File: src/rtl/serial_arith_pkg.sv
// Shared constants for the bit-serial arithmetic blocks: FSM encoding and default width.
package serial_arith_pkg;

  localparam int unsigned DefaultWidth = 8;

  localparam logic [1:0] S_IDLE = 2'd0;
  localparam logic [1:0] S_RUN  = 2'd1;
  localparam logic [1:0] S_DONE = 2'd2;

  typedef enum logic [1:0] {
    StIdle = S_IDLE,
    StRun  = S_RUN,
    StDone = S_DONE
  } state_e;

endpackage

File: src/rtl/FullAdder.sv
// One-bit full adder cell shared by the serial arithmetic blocks.
module FullAdder (
  input  logic a,
  input  logic b,
  input  logic cin,
  output logic sum,
  output logic carry
);

  assign sum   = a ^ b ^ cin;
  assign carry = (a & b) | (cin & (a ^ b));

endmodule

File: src/rtl/serial_adder.sv
// Bit-serial WIDTH-bit adder: one full-adder cell, LSB first, one bit per clock.
module serial_adder
  import serial_arith_pkg::*;
#(
  parameter int unsigned WIDTH = DefaultWidth
) (
  input  logic             clk,
  input  logic             rst,
  input  logic             start,
  input  logic [WIDTH-1:0] a,
  input  logic [WIDTH-1:0] b,
  input  logic             cin,
  output logic             busy,
  output logic             done,
  output logic [WIDTH-1:0] sum,
  output logic             cout
);

  localparam int unsigned CntW = $clog2(WIDTH);
  localparam logic [CntW-1:0] LastBit = CntW'(WIDTH - 1);

  state_e           state_q;
  logic [WIDTH-1:0] a_q;
  logic [WIDTH-1:0] b_q;
  logic [WIDTH-1:0] part_q;
  logic [WIDTH-1:0] sum_q;
  logic [CntW-1:0]  cnt_q;
  logic             carry_q;
  logic             cout_q;

  logic fa_sum;
  logic fa_carry;

  FullAdder u_fa (
    .a     (a_q[0]),
    .b     (b_q[0]),
    .cin   (carry_q),
    .sum   (fa_sum),
    .carry (fa_carry)
  );

  always_ff @(posedge clk) begin
    if (rst) begin
      state_q <= StIdle;
      a_q     <= '0;
      b_q     <= '0;
      part_q  <= '0;
      sum_q   <= '0;
      cnt_q   <= '0;
      carry_q <= 1'b0;
      cout_q  <= 1'b0;
    end else begin
      unique case (state_q)
        StIdle, StDone: begin
          if (start) begin
            state_q <= StRun;
            a_q     <= a;
            b_q     <= b;
            carry_q <= cin;
            cnt_q   <= '0;
            part_q  <= '0;
          end else begin
            state_q <= StIdle;
          end
        end
        StRun: begin
          a_q     <= a_q >> 1;
          b_q     <= b_q >> 1;
          part_q  <= {fa_sum, part_q[WIDTH-1:1]};
          carry_q <= fa_carry;
          if (cnt_q == LastBit) begin
            // Final bit goes straight into the result; the counter stops here.
            sum_q   <= {fa_sum, part_q[WIDTH-1:1]};
            cout_q  <= fa_carry;
            state_q <= StDone;
          end else begin
            cnt_q <= cnt_q + CntW'(1);
          end
        end
        default: state_q <= StIdle;
      endcase
    end
  end

  assign busy = (state_q == StRun);
  assign done = (state_q == StDone);
  assign sum  = sum_q;
  assign cout = cout_q;

endmodule

File: config.mk
export PLATFORM = sky130hd
export DESIGN_NAME = serial_adder
export DESIGN_NICKNAME = d
export VERILOG_FILES = /design/src/rtl/serial_arith_pkg.sv /design/src/rtl/FullAdder.sv /design/src/rtl/serial_adder.sv
export SDC_FILE = /design/constraint.sdc
export NUM_CORES = 1
export LEC_CHECK = 0
export BUFFER_PORTS_ARGS = -buffer_cell sky130_fd_sc_hd__buf_4
export CAP_MARGIN = 20
export CORE_MARGIN = 2
export CORE_UTILIZATION = 50
export CTS_CLUSTER_SIZE = 16
export DETAILED_ROUTE_END_ITERATION = 10
export PLACE_DENSITY = 0.73
export SYNTH_ARGS = -nofsm -noshare
export SYNTH_HDL_FRONTEND = slang
export SYNTH_SLANG_ARGS = --single-unit
File: constraint.sdc
create_clock -name clk -period 1.51 [get_ports clk]
set_input_delay 0.302 -clock clk [delete_from_list [all_inputs] [get_ports clk]]
set_output_delay 0.302 -clock clk [all_outputs]
set_load 0.005 [all_outputs]
==> results of run 1 <==
-- metrics by stage --
step           utilization  std cells
6_report            0.6293        261
3_5_place_dp        0.6054        253
4_1_cts             0.6231        260
3_3_place_gp        0.6054        253
2_1_floorplan            -        189
5_1_grt             0.6293        261
-- power breakdown --
part	switching [mW]	internal, mW	total [mW]	leakage, nW
Combinational	0.141	0.120	0.261	0.405
Sequential	0.0330	1.05	1.09	0.311
Clock	0.294	0.176	0.470	0.0254
Total	0.469	1.35	1.82	0.741
-- critical path: cells and delay by family, from the launching register on --
kind          cells  cell delay (ns)
flops             1             0.38
buf+inv           2             0.25
simple gates      1             0.16
-- logic make-up (layout without fill, tap and decap cells) --
group	Yosys count	count (layout)	synth area share
DFF	38	38	0.4837
adders and majority gates	3	3	0.02864
and+or+nand+nor	95	95	0.2594
AOI/OAI and AO/OA	37	37	0.1734
buffers and inverters	16	44	0.05488
-- layout make-up --
| type | instances | area share |
|---|---|---|
| clock buffer | 7 | 0.02364 |
| inverter | 1 | 0.002626 |
| multi-input combinational | 135 | 0.3900 |
| sequential | 38 | 0.3999 |
| tap | 44 | 0.02889 |
| timing repair buffer | 36 | 0.1550 |
-- placed cells by master (no fill, tap or decap), types with 5 or more instances in the layout --
master    count
nand3_1      21
buf_4        34
clkbuf_4      5
a21oi_1      22
a311oi_1     10
nand2_1      50
nor2_1       16
dfxtp_1      37
a311oi_2      5
-- final timing paths --
check | endpoint | slack (ns) | depth (start not counted)
min | a_q[7] | 0.22 | 3
max | busy | 0.09 | 3
max reg2reg | cnt_q[2] | 0.09 | 5
min reg2reg | sum[1] | 0.46 | 2
-- routing by layer --
layer,track usage,share of wire
met1,0.2078,0.43
met2,0.3214,0.51
met3,0.05195,0.044
met4,0.08571,0.012
met5,0,0
-- state kept, by name, summed over array words and instances, names as in the netlist --
| register | cells |
|---|---|
| cnt_q | 3 |
| part_q | 7 |
| state_q | 2 |
| cout | 1 |
| a_q | 8 |
| sum | 8 |
| carry_q | 1 |
| b_q | 8 |
-- what timing repair did --
action | CTS | global route
setup buffers | 0 | 1
gates cloned | 0 | 0
endpoints found under the setup margin | 1 | 12
resized for setup | 2 | 4
==> results_dict.tcl, run 1 <==
set metrics [dict create \
    num_rows 20 \
    setup.worst_path.start_class "flop" \
    drv_slew 0 \
    cap_violations 0 \
    drive_gt1_frac 0.2396 \
    holdWs_ns 0.2213 \
    end_kind "output pin" \
    critPathLaunch "state_q[1]" \
    path_max_fanout 6 \
    multi_input_area_um2 743.2 \
    n_antenna_cell 0 \
    power.density_nw_per_um2 953.4 \
    dpl-instance-area_um2 1833 \
    fin_setup_tns_ns 0 \
    slew_headroom 0.7324 \
    synth.cell_area_um2 1573 \
    wire_per_inst_um 11.85 \
    ys_types 20 \
    grtUsageTotal 0.1852 \
    synth_common_cells "50 x nand2_1, 38 x dfxtp_1, 22 x a21oi_1" \
    cts_tree "yes" \
    area_delta_synth_final_pct 21.16 \
    clock_sinks 38 \
    drtPass1Iterations 4 \
    hold_viol 0 \
    timing.fmax_ghz 0.7025 \
    grt_antenna_before_repair 0 \
    async_reset_ff_frac 0 \
    cp.required_ns 1.21 \
    coreArea_um2 3028 \
    yosysTopAreaCell "dfxtp_1" \
    ys_top_cells_by_area "dfxtp_1 48%, nand2_1 12%, a21oi_1 7.0%" \
    fin_crit_sh 0.9427 \
    fillCellCount 290 \
    drc 0 \
    synth_nets 212 \
    synth.avg_cell_area_um2 8.321 \
    synth_top_area_share 0.4837 \
    gp_congestion 0.7482 \
    worst_pin_slew_ns 0.4013 \
    hold_class "in2reg" \
    cts_max_path_buffers 2 \
    place_ws_ns 0.04674 \
    drtAntennaViolNets 0 \
    leakage_nw 0.7410 \
    die_x_um 60.09 \
    start_util 0.5194 \
    crit_arrival_ns 1.12 \
    finalCriticalPeriod_ns 1.423 \
    fin_nets 240 \
    ys.flop_type "dfxtp_1" \
    synth.most_common_cell "nand2_1" \
    clockRootBuffer "clkbuf_4" \
    fin_skew_ns 0.005532 \
    clk_pin_slew_ns 0.10 \
    p_total_mw 1.817 \
    holdBufCountCts 0 \
    grt_pass1_wl_um 4961 \
    min-delay-start "a[7]" \
    reg2reg_from "cnt_q[0]" \
    ys_seq_area_frac 0.4837 \
    clkLatencyLatePin_ns 0.33 \
    drt-total-wl_um 3094 \
    critical_path_class "reg2out" \
    first_global_vias 1206 \
    ir_drop_mv 0.5847 \
    yosysWarnings 0 \
    path_cells "nand2b_4, clkinv_2, buf_4" \
    dieArea_um2 3610 \
    slowest_delay_ns 0.38 \
    grt_max_degree 40 \
    seq_area_um2 762.0 \
    viasPerCell 5.176 \
    netlist_instances 189 \
    io_buffer_count 30 \
    final_area_um2 1906 \
    dr_total_vias 1351 \
    synth_edf_count 0 \
    die-height_um 60.09 \
    critPathSlowestCell "dfxtp_2" \
    status "finished clean" \
    dp_hpwl_um 2058 \
    ios 31 \
    drtIter0Drc 41 \
    worst_slack_ns 0.08657 \
    grt_overflow_total 0 \
    setup_viol 0 \
    h-tree-depth 2 \
    cts_made_buffers 5 \
    ys_seq_elements 38 \
    rsz0062_at_grt "false" \
]
(Power assumes the default switching activity.)
==> run 2: changes to the inputs <==
--- a/config.mk
+++ b/config.mk
@@ -5,6 +5,7 @@
 export SDC_FILE = /design/constraint.sdc
 export NUM_CORES = 1
 export LEC_CHECK = 0
+export ABC_AREA = 1
 export BUFFER_PORTS_ARGS = -buffer_cell sky130_fd_sc_hd__buf_4
 export CAP_MARGIN = 20
 export CORE_MARGIN = 2
==> run 2 against run 1 <==
Area after synthesis is 4.8% higher; design area is 6.6% higher; core utilization is 2.5 points higher; highest routed layer unchanged.
==> results_dict.tcl, run 2 <==
set metrics [dict create \
    clockRootBuffer "clkbuf_4" \
    ios 31 \
    drtIter0Drc 102 \
    drtPass1Iterations 5 \
    timing.fmax_ghz 0.7290 \
    cap_violations 0 \
    worst_pin_slew_ns 0.2517 \
    drive_gt1_frac 0.2099 \
    num_rows 20 \
    slowest_delay_ns 0.41 \
    die-height_um 61.41 \
    synth_edf_count 0 \
    ys_seq_elements 38 \
    crit_arrival_ns 1.07 \
    area_delta_synth_final_pct 23.23 \
    cts_tree "yes" \
    status "finished clean" \
    ys_seq_area_frac 0.4617 \
    rsz0062_at_grt "false" \
    dr_total_vias 1495 \
    n_antenna_cell 0 \
    netlist_instances 226 \
    ir_drop_mv 0.7513 \
    path_cells "inv_2, nor2_4, buf_4" \
    placedCellCount 297 \
    synth.area.mux_share 0 \
    path_delay_family "flip-flops" \
    drtAntennaViolNets 0 \
    fin_skew_ns 0.008729 \
    ys.flop_type "dfxtp_1" \
    fin_nets 284 \
    async_reset_ff_frac 0 \
    die_x_um 61.41 \
    grt_overflow_total 0 \
    io_buffer_count 30 \
    path_max_fanout 4 \
    fin_crit_sh 0.9084 \
    viasPerCell 4.886 \
    hold_class "in2reg" \
    clk_pin_slew_ns 0.11 \
    power.density_nw_per_um2 1016 \
    synth_top_family_by_area "simple AND/OR/NAND/NOR gates" \
    clkLatencyLatePin_ns 0.34 \
    grt_pass1_wl_um 5526 \
    critPathSlowestCell "dfxtp_1" \
    drv_slew 0 \
    dp_hpwl_um 2202 \
    dieArea_um2 3771 \
    grt_antenna_before_repair 0 \
    drc 0 \
    synth.avg_cell_area_um2 7.291 \
    setup.worst_path.start_class "flop" \
    slew_headroom 0.8316 \
    synth_nets 249 \
    synth_compound_area_frac 0.04556 \
    setup_viol 0 \
    synth_top_area_share 0.4617 \
    holdWs_ns 0.1774 \
    wire_per_inst_um 10.49 \
    yosysWarnings 0 \
    cp.required_ns 1.21 \
    grt_max_degree 22 \
    start_util 0.5310 \
    synth.cell_area_um2 1648 \
    path_buf_inv 2 \
    final_cell_mix "48 x nand2_1, 46 x nand3_1, 38 x dfxtp_1, 38 x buf_4, 21 x nor2_1" \
    yosysTopAreaCell "dfxtp_1" \
    drt-total-wl_um 3210 \
    synth_common_cells "48 x nand2_1, 46 x nand3_1, 38 x dfxtp_1" \
    leakage_nw 0.9478 \
    end_kind "output pin" \
    layout_commonest_cell "nand2_1" \
    hold_viol 0 \
    first_global_vias 1280 \
    cts_made_buffers 5 \
    ys_types 20 \
    grtUsageTotal 0.2004 \
    clock_sinks 38 \
    cts_max_path_buffers 2 \
    fin_setup_tns_ns 0 \
    ys_top_cells_by_area "dfxtp_1 46%, nand3_1 14%, nand2_1 11%" \
    gp_congestion 0.7664 \
    coreArea_um2 3103 \
    critical_path_class "reg2out" \
    synthXorXnorAreaFrac 0 \
    synth-simple-area-share 0.3667 \
    fin_cells 306 \
    finalCriticalPeriod_ns 1.372 \
    holdBufCountCts 0 \
    synthAdderAreaFrac 0.02733 \
    synth.most_common_cell "nand2_1" \
    h-tree-depth 2 \
]
[run 2: cell type report]
cell class,count,area [um2]
inverter,23,86.33
tap,44,55.05
timing repair buffer,40,325.3
multi-input combinational,153,724.4
clock buffer,8,78.83
sequential,38,760.7
fill,302,1072
[run 2: metal layers]
| metal | up-vias | part of all wire | global-route usage |
|---|---|---|---|
| met3 | 2 | 0.055 | 0.07563 |
| met4 | 0 | 0.0056 | 0.06383 |
| met2 | 35 | 0.45 | 0.2979 |
| li1 | 797 | - | - |
| met1 | 661 | 0.49 | 0.2717 |
| met5 | - | 0 | 0 |
[run 2: power breakdown]
part           switching (mW)  internal (mW)  leakage (nW)
registers              0.0228           1.06         0.311
logic                   0.183          0.150         0.592
clock network           0.331          0.318        0.0446
[run 2: cells by family after synthesis]
kind of cell | count (synthesis)
compound gates | 15
fa+ha+maj | 3
buf+inv | 35
flops | 38
simple gates | 135
[run 2: stage by stage]
stage	setup WS, ns	total power, mW	instance area (um2)	utilization
final	0.1382	2.063	2031	0.6544
after global routing	0.04813	2.189	2031	0.6544
after CTS	0.1131	2.077	2031	0.6544
after detailed placement	0.2290	1.432	1944	0.6266
after global placement	0.2575	1.428	1944	0.6266
after floorplan	0.3442	1.329	1648	-
[run 2: what timing repair did]
| action | 4_1_cts | 5_1_grt |
|---|---|---|
| buffers inserted | 1 | 0 |
| endpoints found under the setup margin | 1 | 0 |
| resized for setup | 0 | 0 |
| endpoints found under the hold margin | 0 | 0 |
[run 2: path summary, 6_finish.rpt]
path                    from  endpoint  slack [ns]  cells after the start
hold / removal          b[6]    b_q[6]        0.18                      3
setup reg to reg    cnt_q[0]  cnt_q[0]        0.23                      6
setup / recovery  state_q[0]      busy        0.14                      3
hold reg to reg       sum[5]    sum[5]        0.47                      2
[run 2: tightest hold or removal path, delay by kind of cell]
family	cells	cell delay, ns
simple gates	2	0.12
buf+inv	1	0.08
==> run 3: changes to the inputs <==
==> constraint.sdc (replaced) <==
create_clock -name clk -period 1.51 [get_ports clk]
set_input_delay 0.0755 -clock clk [delete_from_list [all_inputs] [get_ports clk]]
set_output_delay 0.0755 -clock clk [all_outputs]
set_load 0.005 [all_outputs]
==> run 3 against run 2 <==
Combinational power is 7.5% higher; sequential power is essentially flat; worst setup slack improved by 0.014 ns; first-iteration DRC count increased by 5.9%; via count rose by 3.3%; non-clock buffer count up 13; clock skew increased by 0.0015 ns; count of clock-buffer cells in the layout unchanged; design area increased by 6.9%; critical path depth rose by 1; sequential share of layout area down 2.4 points; worst hold slack got worse by 0.15 ns; largest cell class unchanged; largest power group unchanged.
==> results_dict.tcl, run 3 (same netlist as run 2, synthesis figures left out) <==
set metrics [dict create \
    grt_antenna_before_repair 0 \
    ir_drop_mv 0.8227 \
    drv_slew 0 \
    die-height_um 61.41 \
    h-tree-depth 2 \
    drtAntennaViolNets 0 \
    fin_skew_ns 0.01021 \
    fin_crit_sh 0.8991 \
    drc 0 \
    critPathSlowestCell "dfxtp_1" \
    ios 31 \
    dieArea_um2 3771 \
    path_buf_inv 3 \
    highest_layer "met4" \
    path_delay_family "flip-flops" \
    grtUsageTotal 0.2157 \
    clk_pin_slew_ns 0.11 \
    path_cells "inv_2, nor2_4, buf_12, buf_4" \
    worst_pin_slew_ns 0.2084 \
    grt_overflow_total 0 \
    dr_total_vias 1545 \
    power.density_nw_per_um2 959.1 \
    drtPass1Iterations 4 \
    drt-total-wl_um 3478 \
    final_cell_mix "48 x nand2_1, 46 x nand3_1, 38 x dfxtp_1" \
    setup.worst_path.start_class "flop" \
    timing.fmax_ghz 0.7366 \
    gp_congestion 0.7305 \
    fin_setup_tns_ns 0 \
    dpl-instance-area_um2 1922 \
    first_global_vias 1305 \
    critical_path_class "reg2out" \
    start_util 0.5310 \
    cts_tree "yes" \
    dp_hpwl_um 2130 \
    clock_sinks 38 \
    n_antenna_cell 0 \
    place_ws_ns 0.2261 \
    cap_violations 0 \
    ctsResizeCount 0 \
    status "finished clean" \
    drtIter0Drc 108 \
    setup_viol 0 \
    num_rows 20 \
    drt-met1-wl_um 1579 \
    slowest_delay_ns 0.42 \
    rsz0062_at_grt "false" \
    cts_max_path_buffers 2 \
    die_x_um 61.41 \
    io_buffer_count 30 \
    slew_headroom 0.8606 \
    end_kind "output pin" \
    clockRootBuffer "clkbuf_4" \
    hold_class "in2reg" \
    hold_viol 0 \
    grt_max_degree 38 \
    finalCriticalPeriod_ns 1.358 \
    final_area_um2 2171 \
    clkLatencyLatePin_ns 0.35 \
    coreArea_um2 3103 \
    worst_slack_ns 0.1524 \
    crit_arrival_ns 1.28 \
    wire_per_inst_um 10.90 \
    leakage_nw 0.9980 \
    wl_met2_um 1670 \
    fin_nets 297 \
    path_max_fanout 37 \
    drive_gt1_frac 0.1855 \
    grt_pass1_wl_um 5761 \
    area_delta_synth_final_pct 31.74 \
    cp.required_ns 1.43 \
    layout_commonest_cell "nand2_1" \
    met3_length_um 185 \
    cts_made_buffers 5 \
    viasPerCell 4.843 \
]
## run 3: layer usage
layer,vias to the layer above,global-route usage
met1,679,0.2689
met5,-,0
met3,5,0.08403
met2,34,0.3480
li1,827,-
met4,0,0.06383
## run 3: per-stage QoR
stage / hold WS (ns) / cells / util / total power [mW]
CTS: 0.03084 / 319 / 0.6996 / 2.087
finish: 0.02383 / 319 / 0.6996 / 2.082
detailed placement: 0.3112 / 294 / 0.6194 / 1.425
global placement: 0.3035 / 294 / 0.6194 / 1.419
global route: 0.06046 / 319 / 0.6996 / 2.212
floorplan: 0.1446 / 226 / - / 1.329
## run 3: repair_timing
action,4_1_cts,5_1_grt
setup buffers,0,0
hold endpoints to repair,25,0
hold buffers,17,0
## run 3: worst min-delay path: cells and delay by family
kind	cells	cell delay [ns]
AND/OR/NAND/NOR	4	0.19
buffers and inverters	1	0.08
## run 3: power breakdown
group          leakage [nW]  switching, mW  internal, mW  total, mW
Combinational         0.643          0.189         0.168      0.357
Clock                0.0446          0.325         0.318      0.643
Sequential            0.311         0.0240          1.06       1.08
Total                 0.998          0.538          1.54       2.08
## run 3: worst paths after layout
kind                    from        to  slack [ns]  cells after the start
setup / recovery  state_q[0]      busy        0.15                      4
hold / removal           cin   carry_q        0.02                      5
setup reg to reg    cnt_q[0]  cnt_q[0]        0.23                      6
hold reg to reg       sum[5]    sum[5]        0.47                      2
## run 3: area by class of cell
cell class / count / area, um2
sequential: 38 / 760.7
timing repair buffer: 53 / 465.4
fill: 285 / 932.1
clock buffer: 8 / 78.83
tap: 44 / 55.05
inverter: 23 / 86.33
multi-input combinational: 153 / 724.4
